File: src/rtl/sap1_pkg.sv
// rtl/sap1_pkg.sv - SAP-1 sequencer shared constants
// Purpose: opcodes, control-word bit indices, named control words and the
//          one-hot T-state encoding shared by the sequencer and its ring counter.
// Ports:   none (package).
package sap1_pkg;

  localparam int CW_W = 13;
  localparam int OP_W = 4;

  // Opcodes (IR[7:4])
  localparam logic [OP_W-1:0] OP_LDA = 4'h0;
  localparam logic [OP_W-1:0] OP_ADD = 4'h1;
  localparam logic [OP_W-1:0] OP_SUB = 4'h2;
  localparam logic [OP_W-1:0] OP_OUT = 4'hE;
  localparam logic [OP_W-1:0] OP_HLT = 4'hF;

  // Control-word bit indices
  localparam int CW_B_EP  = 12;
  localparam int CW_B_HLT = 11;
  localparam int CW_B_LM  = 10;
  localparam int CW_B_CP  = 9;
  localparam int CW_B_CE  = 8;
  localparam int CW_B_EI  = 7;
  localparam int CW_B_LI  = 6;
  localparam int CW_B_LA  = 5;
  localparam int CW_B_EA  = 4;
  localparam int CW_B_EU  = 3;
  localparam int CW_B_SU  = 2;
  localparam int CW_B_LB  = 1;
  localparam int CW_B_LO  = 0;

  // Single-bit masks
  localparam logic [CW_W-1:0] CW_EP  = CW_W'(1) << CW_B_EP;
  localparam logic [CW_W-1:0] CW_HL  = CW_W'(1) << CW_B_HLT;
  localparam logic [CW_W-1:0] CW_LM  = CW_W'(1) << CW_B_LM;
  localparam logic [CW_W-1:0] CW_CP  = CW_W'(1) << CW_B_CP;
  localparam logic [CW_W-1:0] CW_CE  = CW_W'(1) << CW_B_CE;
  localparam logic [CW_W-1:0] CW_EI  = CW_W'(1) << CW_B_EI;
  localparam logic [CW_W-1:0] CW_LI  = CW_W'(1) << CW_B_LI;
  localparam logic [CW_W-1:0] CW_LA  = CW_W'(1) << CW_B_LA;
  localparam logic [CW_W-1:0] CW_EA  = CW_W'(1) << CW_B_EA;
  localparam logic [CW_W-1:0] CW_EU  = CW_W'(1) << CW_B_EU;
  localparam logic [CW_W-1:0] CW_SU  = CW_W'(1) << CW_B_SU;
  localparam logic [CW_W-1:0] CW_LB  = CW_W'(1) << CW_B_LB;
  localparam logic [CW_W-1:0] CW_LO  = CW_W'(1) << CW_B_LO;

  // Named control words
  localparam logic [CW_W-1:0] CW_NOP      = '0;
  localparam logic [CW_W-1:0] CW_FETCH_T1 = CW_EP | CW_LM;
  localparam logic [CW_W-1:0] CW_FETCH_T2 = CW_CP;
  localparam logic [CW_W-1:0] CW_FETCH_T3 = CW_CE | CW_LI;
  localparam logic [CW_W-1:0] CW_ADDR_T4  = CW_EI | CW_LM;
  localparam logic [CW_W-1:0] CW_LDA_T5   = CW_CE | CW_LA;
  localparam logic [CW_W-1:0] CW_ALU_T5   = CW_CE | CW_LB;
  localparam logic [CW_W-1:0] CW_ADD_T6   = CW_EU | CW_LA;
  localparam logic [CW_W-1:0] CW_SUB_T6   = CW_EU | CW_SU | CW_LA;
  localparam logic [CW_W-1:0] CW_OUT_T4   = CW_EA | CW_LO;
  localparam logic [CW_W-1:0] CW_HLT      = CW_HL;

  // One-hot T-state encoding (ST_NONE is shown while WAIT/HALTED)
  localparam logic [5:0] ST_NONE = 6'b000000;
  localparam logic [5:0] ST_T1   = 6'b000001;
  localparam logic [5:0] ST_T2   = 6'b000010;
  localparam logic [5:0] ST_T3   = 6'b000100;
  localparam logic [5:0] ST_T4   = 6'b001000;
  localparam logic [5:0] ST_T5   = 6'b010000;
  localparam logic [5:0] ST_T6   = 6'b100000;

endpackage

File: src/rtl/sap1_sequencer_if.sv
// rtl/sap1_sequencer_if.sv - SAP-1 sequencer opcode/control bundle
// Purpose: groups the opcode/step inputs and control outputs of the sequencer.
// Signals: opcode (IR[7:4]), step (single-step request), cw (13-bit control
//          word), halt, t_state (one-hot, bit0=T1), instr_done.
// Modports: master = sequencer side, slave = IR/datapath/clock-gate side.
interface sap1_sequencer_if;
  import sap1_pkg::*;

  logic [OP_W-1:0] opcode;
  logic            step;
  logic [CW_W-1:0] cw;
  logic            halt;
  logic [5:0]      t_state;
  logic            instr_done;

  modport master (
    input  opcode,
    input  step,
    output cw,
    output halt,
    output t_state,
    output instr_done
  );

  modport slave (
    output opcode,
    output step,
    input  cw,
    input  halt,
    input  t_state,
    input  instr_done
  );

endinterface

File: src/rtl/sap1_ring_counter.sv
// rtl/sap1_ring_counter.sv - one-hot T1..T6 ring counter
// Purpose: six-state one-hot ring that rotates T1->T6->T1.
// Ports:
//   clk     in  1  clock
//   rst     in  1  synchronous active-high reset, forces T1
//   i_adv   in  1  rotate one position on this edge
//   i_hold  in  1  freeze the ring (overrides i_adv)
//   o_t     out 6  one-hot state, bit0=T1
module sap1_ring_counter
  import sap1_pkg::*;
(
  input  logic       clk,
  input  logic       rst,
  input  logic       i_adv,
  input  logic       i_hold,
  output logic [5:0] o_t
);

  logic [5:0] r_t;

  always_ff @(posedge clk) begin
    if (rst) begin
      r_t <= ST_T1;
    end else if (!i_hold && i_adv) begin
      r_t <= {r_t[4:0], r_t[5]};
    end
  end

  assign o_t = r_t;

endmodule

File: src/rtl/sap1_sequencer.sv
// rtl/sap1_sequencer.sv - SAP-1 microprogrammed control sequencer
// Purpose: runs the T1..T6 ring and decodes (T-state, opcode) into the
//          13-bit control word; adds the HALTED flag and, with the
//          SAP1_SINGLE_STEP_EN macro defined, a WAIT state after T6 that is
//          left on the first edge with step=1.
// Ports:
//   clk  in  1  system (gated) clock
//   rst  in  1  synchronous active-high reset -> T1
//   bus  sap1_sequencer_if.master: opcode/step in; cw, halt, t_state,
//        instr_done out (all combinational from registered state + opcode)
module sap1_sequencer
  import sap1_pkg::*;
(
  input  logic                clk,
  input  logic                rst,
  sap1_sequencer_if.master    bus
);

  logic [5:0]      w_ring;
  logic            r_halted;
  logic            w_wait;
  logic            w_halt_now;
  logic [CW_W-1:0] w_cw;
  logic            w_halt;
  logic [5:0]      w_t_state;
  logic            w_instr_done;

  // HLT is recognised in T4 itself so halt reaches the clock gate before
  // the edge that might never come.
  assign w_halt_now = !r_halted && !w_wait && (w_ring == ST_T4) &&
                      (bus.opcode == OP_HLT);

  sap1_ring_counter u_ring (
    .clk    (clk),
    .rst    (rst),
    .i_adv  (!w_wait),
    .i_hold (r_halted || w_halt_now),
    .o_t    (w_ring)
  );

  always_ff @(posedge clk) begin
    if (rst) begin
      r_halted <= 1'b0;
    end else if (w_halt_now) begin
      r_halted <= 1'b1;
    end
  end

`ifdef SAP1_SINGLE_STEP_EN
  logic r_wait;

  // The ring still rotates T6->T1 on entering WAIT, so leaving WAIT only
  // needs the flag cleared; the ring is frozen at T1 meanwhile.
  always_ff @(posedge clk) begin
    if (rst) begin
      r_wait <= 1'b0;
    end else if (r_wait) begin
      if (bus.step) begin
        r_wait <= 1'b0;
      end
    end else if (!r_halted && (w_ring == ST_T6)) begin
      r_wait <= 1'b1;
    end
  end

  assign w_wait = r_wait;
`else
  logic w_unused_step;
  assign w_unused_step = bus.step;
  assign w_wait        = 1'b0;
`endif

  always_comb begin
    w_cw         = CW_NOP;
    w_halt       = 1'b0;
    w_t_state    = ST_NONE;
    w_instr_done = 1'b0;
    if (r_halted) begin
      w_cw   = CW_HLT;
      w_halt = 1'b1;
    end else if (!w_wait) begin
      w_t_state = w_ring;
      case (w_ring)
        ST_T1: w_cw = CW_FETCH_T1;
        ST_T2: w_cw = CW_FETCH_T2;
        ST_T3: w_cw = CW_FETCH_T3;
        ST_T4: begin
          case (bus.opcode)
            OP_LDA, OP_ADD, OP_SUB: w_cw = CW_ADDR_T4;
            OP_OUT:                 w_cw = CW_OUT_T4;
            OP_HLT: begin
              w_cw   = CW_HLT;
              w_halt = 1'b1;
            end
            default:                w_cw = CW_NOP;
          endcase
        end
        ST_T5: begin
          case (bus.opcode)
            OP_LDA:         w_cw = CW_LDA_T5;
            OP_ADD, OP_SUB: w_cw = CW_ALU_T5;
            default:        w_cw = CW_NOP;
          endcase
        end
        ST_T6: begin
          w_instr_done = 1'b1;
          case (bus.opcode)
            OP_ADD:  w_cw = CW_ADD_T6;
            OP_SUB:  w_cw = CW_SUB_T6;
            default: w_cw = CW_NOP;
          endcase
        end
        default: w_cw = CW_NOP;
      endcase
    end
  end

  assign bus.cw         = w_cw;
  assign bus.halt       = w_halt;
  assign bus.t_state    = w_t_state;
  assign bus.instr_done = w_instr_done;

endmodule

File: src/flat_wrapper.sv
// flat-port wrapper written by rule: the top's interface ports become plain ports
module sap1_sequencer_flat import sap1_pkg::*;
  (clk, rst, bus_opcode, bus_step, bus_cw, bus_halt, bus_t_state, bus_instr_done);
  sap1_sequencer_if bus_i ();
  input  logic clk;
  input  logic rst;
  input wire logic [$bits(bus_i.opcode)-1:0] bus_opcode;
  input wire logic [$bits(bus_i.step)-1:0] bus_step;
  output wire logic [$bits(bus_i.cw)-1:0] bus_cw;
  output wire logic [$bits(bus_i.halt)-1:0] bus_halt;
  output wire logic [$bits(bus_i.t_state)-1:0] bus_t_state;
  output wire logic [$bits(bus_i.instr_done)-1:0] bus_instr_done;
  assign bus_i.opcode = bus_opcode;
  assign bus_i.step = bus_step;
  assign bus_cw = bus_i.cw;
  assign bus_halt = bus_i.halt;
  assign bus_t_state = bus_i.t_state;
  assign bus_instr_done = bus_i.instr_done;
  sap1_sequencer u_core (.clk(clk), .rst(rst), .bus(bus_i));
endmodule
File: config.mk
export PLATFORM = sky130hd
export DESIGN_NAME = sap1_sequencer_flat
export DESIGN_NICKNAME = d
export VERILOG_FILES = /design/src/rtl/sap1_pkg.sv /design/src/rtl/sap1_sequencer_if.sv /design/src/rtl/sap1_ring_counter.sv /design/src/rtl/sap1_sequencer.sv /design/src/flat_wrapper.sv
export SDC_FILE = /design/constraint.sdc
export NUM_CORES = 1
export LEC_CHECK = 0
export BUFFER_PORTS_ARGS = -buffer_cell sky130_fd_sc_hd__buf_2
export CORE_AREA = 2 2 39 41
export CTS_BUF_LIST = sky130_fd_sc_hd__clkbuf_2
export DETAILED_ROUTE_END_ITERATION = 10
export DIE_AREA = 0 0 41 43
export PLACE_DENSITY_LB_ADDON = 0.08
export SLEW_MARGIN = 20
export SYNTH_ARGS = -nofsm -noshare
export SYNTH_HDL_FRONTEND = slang
export SYNTH_SLANG_ARGS = --single-unit
File: constraint.sdc
create_clock -name clk -period 2.4 [get_ports clk]
set_input_delay 0.48 -clock clk [delete_from_list [all_inputs] [get_ports clk]]
set_output_delay 0.48 -clock clk [all_outputs]
set_load 0.005 [all_outputs]
**After elaboration in Yosys (flattened, before gate mapping)**

Cells that the tools add are included.

- Reductions and logical operators: 7
- Muxes and demuxes: 11
- Equal/unequal tests: 10

Operator list:

| kind | number |
|---|---|
| case mux 13 bit (6 select lines) | 1 |
| case mux 12 bit (3 select lines) | 1 |
| case mux 9 bit (2 select lines) | 1 |
| two-way mux 13 bit | 1 |
| case mux 6 bit (2 select lines) | 1 |
| == test 4 bit (second input constant) | 2 |
| == test 6 x 1 -> 1 bit (second input constant) | 1 |
| == test 6 x 2 -> 1 bit (second input constant) | 1 |
| == test 6 x 3 -> 1 bit (second input constant) | 1 |
| == test 6 x 4 -> 1 bit (second input constant) | 1 |
| == test 6 x 5 -> 1 bit (second input constant) | 1 |
| == test 6 bit (second input constant) | 1 |
| two-way mux 6 bit | 1 |
| two-way mux 1 bit | 5 |
| == test 4 x 1 -> 1 bit (second input constant) | 1 |
| == test 4 x 2 -> 1 bit (second input constant) | 1 |
| logical NOT 4 bit | 1 |
| OR reduction 3 bit | 1 |
| logical AND 1 bit | 2 |
| OR reduction 2 bit | 1 |
| logical NOT 1 bit | 1 |
| logical OR 1 bit | 1 |

- Input port bits: 7
- Logic and storage cells: 30
- Register bits after elaboration: 7
- Output and inout port bits: 21

**Longest topological paths before layout**

- Word-level depth: 5
- Mapped depth: 4
- Gate-level depth less buffers: 3

**By module**

A second synthesis with hierarchy kept.

- Cell total of the unflattened synthesis: 68
- Area, all modules: 590.6 um2

Modules (own cells, without submodules):

| module | sequential area each (um2) | cells each | instances | area an instance (um2) |
|---|---|---|---|---|
| sap1_sequencer | 20.0 | 46 | 1 | 349.1 |
| sap1_ring_counter | 120.1 | 22 | 1 | 241.5 |

**Least setup slack after synthesis**

OpenSTA, ideal clock, no wires.

- Path type: register to output
- Start: register u_core.u_ring.r_t[5], in the netlist u_core.u_ring.o_t[5]
- End: output bus_cw[4]
- Buffers on the path: 1
- Arrival: 1.489 ns
- Stages on the path, launching flop included: 5
- Required time: 1.920 ns
- Slack: 0.431 ns
- Cells stage by stage: dfxtp_1 nor4_2 nand2_1 nor4_1 buf_4

- Longest elaborated chain between the ends: 3
- Elaborated cells between the ends (all ways): 8
- Classes of those cells: 6 x eq/ne; 2 x mux

Ends and longest elaborated chain:

| element | RTL line | RTL |
|---|---|---|
| start: declaration | sap1_ring_counter.sv:19 | `logic [5:0] r_t;` |
| start signal: assignment | sap1_ring_counter.sv:25 | `r_t <= {r_t[4:0], r_t[5]};` |
| == test 6 bit, or another cell as far along | sap1_sequencer.sv:83 | `case (w_ring)` |
| case mux 13 bit (6 select lines) (*) | sap1_sequencer.sv:83 |  |
| two-way mux 13 bit (*) | sap1_sequencer.sv:78 | `if (r_halted) begin` |
| end: declaration | flat_wrapper.sv:9 | `output wire logic [$bits(bus_i.cw)-1:0] bus_cw;` |

Mark *: on every way between the ends. The rest lies on a longest branch, timed or not.

**Worst setup path in the final report**

- Start: register u_core.u_ring.r_t[0], in the netlist u_core.u_ring.o_t[0]
- End: output bus_cw[8]

Same word-level chain as after synthesis.

==> impl_metrics.env <==
export IMPL_hold_viol=0
export IMPL_r2r_start="u_core.u_ring.o_t[5]"
export IMPL_crit_family="simple AND/OR/NAND/NOR gates"
export IMPL_async_flop_share=0
export IMPL_post_cts_buffers=0
export IMPL_io_pins=28
export IMPL_grt_setup_unrepaired="false"
export IMPL_die_w_microns=41
export IMPL_initial_utilization=0.361
export IMPL_ant_nets=0
export IMPL_place_area_sq_um=653
export IMPL_tightest_slew_ns=0.509
export IMPL_cts_buffers=3
export IMPL_layout_common_cells="26 x buf_2, 11 x nor2b_1, 10 x nor2_1"
export IMPL_setup_viol=0
export IMPL_path_max_fanout=6
export IMPL_cts_root_buffer_cell="clkbuf_2"
export IMPL_wirelength_microns=1240
export IMPL_grt_ovfl_total=0
export IMPL_max_clock_path_buffers=2
export IMPL_status="finished, final reports clean"
export IMPL_antenna_cells=0
export IMPL_synth_area_top_cells="dfxtp_1 28%, nor2b_1 14%, a21oi_1 8.0%"
export IMPL_ys_warn_count=0
export IMPL_syn_cell_area_sq_um=499
export IMPL_cp_slowest_stage_delay_ns=0.54
export IMPL_finalSetupTns_ns=0
export IMPL_rows=14
export IMPL_reg2reg_to="u_core.u_ring.o_t[4]"
export IMPL_worst_slack_ns=0.119
export IMPL_synth_top_area_share=0.281
export IMPL_fmax_mhz=438
export IMPL_slew_headroom=0.658
export IMPL_stdcell_count=118
export IMPL_fillCellCount=155
export IMPL_power_density_nw_per_um2=387
export IMPL_die_area_sq_um=1760
export IMPL_worst_hold_path_type="in -> reg"
export IMPL_ys_ff_latch=7
export IMPL_drc=0
export IMPL_place_hpwl_microns=917
export IMPL_drive_above_1_share=0.333
export IMPL_grt_pass1_wl_microns=1920
export IMPL_track_usage=0.158
export IMPL_grt_max_degree=20
export IMPL_regToRegSetupSlack_ns=1.14
export IMPL_drtIter0Drc=14
export IMPL_crit_chain="or4_1 -> or3b_1 -> a21oi_1 -> buf_2"
export IMPL_antenna_found_initial=0
export IMPL_h_tree_depth=1
export IMPL_crit_cells=4
export IMPL_ys_flop_type="dfxtp_1"
export IMPL_dp_cells=114
export IMPL_layout_commonest_cell="buf_2"
export IMPL_drv_cap=0
export IMPL_arrival_ns=1.80
export IMPL_dp_slack_ns=0.371
export IMPL_clock_sinks=7
export IMPL_routed_via_density=4.94
export IMPL_required_ns=1.92
export IMPL_hold_start="rst"
export IMPL_critPathLaunch="u_core.u_ring.o_t[0]"
export IMPL_startpoint_type="flop"
export IMPL_cp_slowest_cell="or4_1"
export IMPL_cp_num_buf_inv=1
export IMPL_core_area_sq_um=1380
export IMPL_vias=583
export IMPL_crit_path_end_kind="primary output"
export IMPL_nets=110
export IMPL_reg2reg_depth=5
export IMPL_first_pass_iters=4
export IMPL_cts_tree="yes"
export IMPL_stdcell_area_sq_um=673
export IMPL_insertion_delay_ns=0.23
export IMPL_synth_fp_nets=80
export IMPL_fin_skew_ns=0.00483
export IMPL_fin_crit_sh=0.950
export IMPL_synth_edff_count=0
export IMPL_slew_viol_final=0
export IMPL_postSynthAreaPerCell_sq_um=6.84
export IMPL_port_buffers=26
export IMPL_grt_pass1_vias=464
export IMPL_fp_dieH_microns=43
export IMPL_globalplace_congestion=0.721
export IMPL_path_clk_slew_ns=0.08
export IMPL_wl_per_cell_microns=10.5
export IMPL_period_minus_slack_ns=2.28
export IMPL_yosys_area_top_type="dfxtp_1"
export IMPL_utilization=0.486
export IMPL_cts_hold_buf=0
export IMPL_netlist_cell_type_count=26
export IMPL_seq_area_frac_synth=0.281
export IMPL_vdd_drop_max_mv=0.277
export IMPL_worstSetupEndpoint="bus_cw[8]"
export IMPL_syn_inst=73
export IMPL_critPathKind="reg -> out"
export IMPL_p_leak_nw=0.359
export IMPL_syn_to_final_growth_pct=34.8
export IMPL_post_cts_resized=0
metrics by stage:
step                hold WS [ns]  power [mW]
global route               0.519       0.276
floorplan                  0.467       0.154
CTS                        0.494       0.265
global placement           0.499       0.175
finish                     0.508       0.261
detailed placement         0.499       0.175
logic make-up after synthesis:
group                  after synthesis  share of synthesized area
and+or+nand+nor                     44                      0.486
AOI/OAI and AO/OA                   14                      0.165
buffers and inverters                8                     0.0677
DFF                                  7                      0.281
sequential cells by signal (all words and copies together) (netlist names):
register / flops
u_core.r_halted: 1
u_core.u_ring.o_t: 6
cell usage after synthesis (all sizes together) (2+ instances only):
master	instances
nor2	10
nand3	4
inv	4
a21oi	8
nand2	6
nor3	2
buf	2
nor4	3
nand2b	2
dfxtp	7
nor2b	11
clkbuf	2
metal layers:
layer,vias up,part of all wire,wire length [microns],GRT usage
met1,259,0.50,621,0.214
met4,0,0.010,13,0.100
li1,309,-,-,-
met5,-,0,0,0
met3,2,0.049,61,0.0314
met2,13,0.44,547,0.219
power by group:
group	internal [mW]	total, mW	switching (mW)
Sequential	0.120	0.125	0.00525
Clock	0.0443	0.0888	0.0444
Combinational	0.0224	0.0468	0.0244
how the worst min path moves through the flow:
stage	end	depth (start not counted)
2_1_floorplan	u_core.u_ring.o_t[4]	2
4_1_cts	u_core.u_ring.o_t[2]	2
3_5_place_dp	u_core.u_ring.o_t[4]	2
5_1_grt	u_core.u_ring.o_t[5]	2
3_3_place_gp	u_core.u_ring.o_t[4]	2
6_report	u_core.u_ring.o_t[2]	2
cell type report:
type                       count  area [sq um]  share of cell area
inverter                       4          15.0              0.0223
multi-input combinational     58           325               0.483
sequential                     7           140               0.208
tap                           16          20.0              0.0297
clock buffer                   4          20.0              0.0297
timing repair buffer          29           153               0.227
worst reg2reg max path: cells and delay by family (launching register included):
family	cells	cell delay [ns]
and+or+nand+nor	2	0.36
buffers and inverters	2	0.33
DFF	1	0.31
AOI/OAI and AO/OA	1	0.15
No activity file was read; power rests on OpenSTA's default activity.
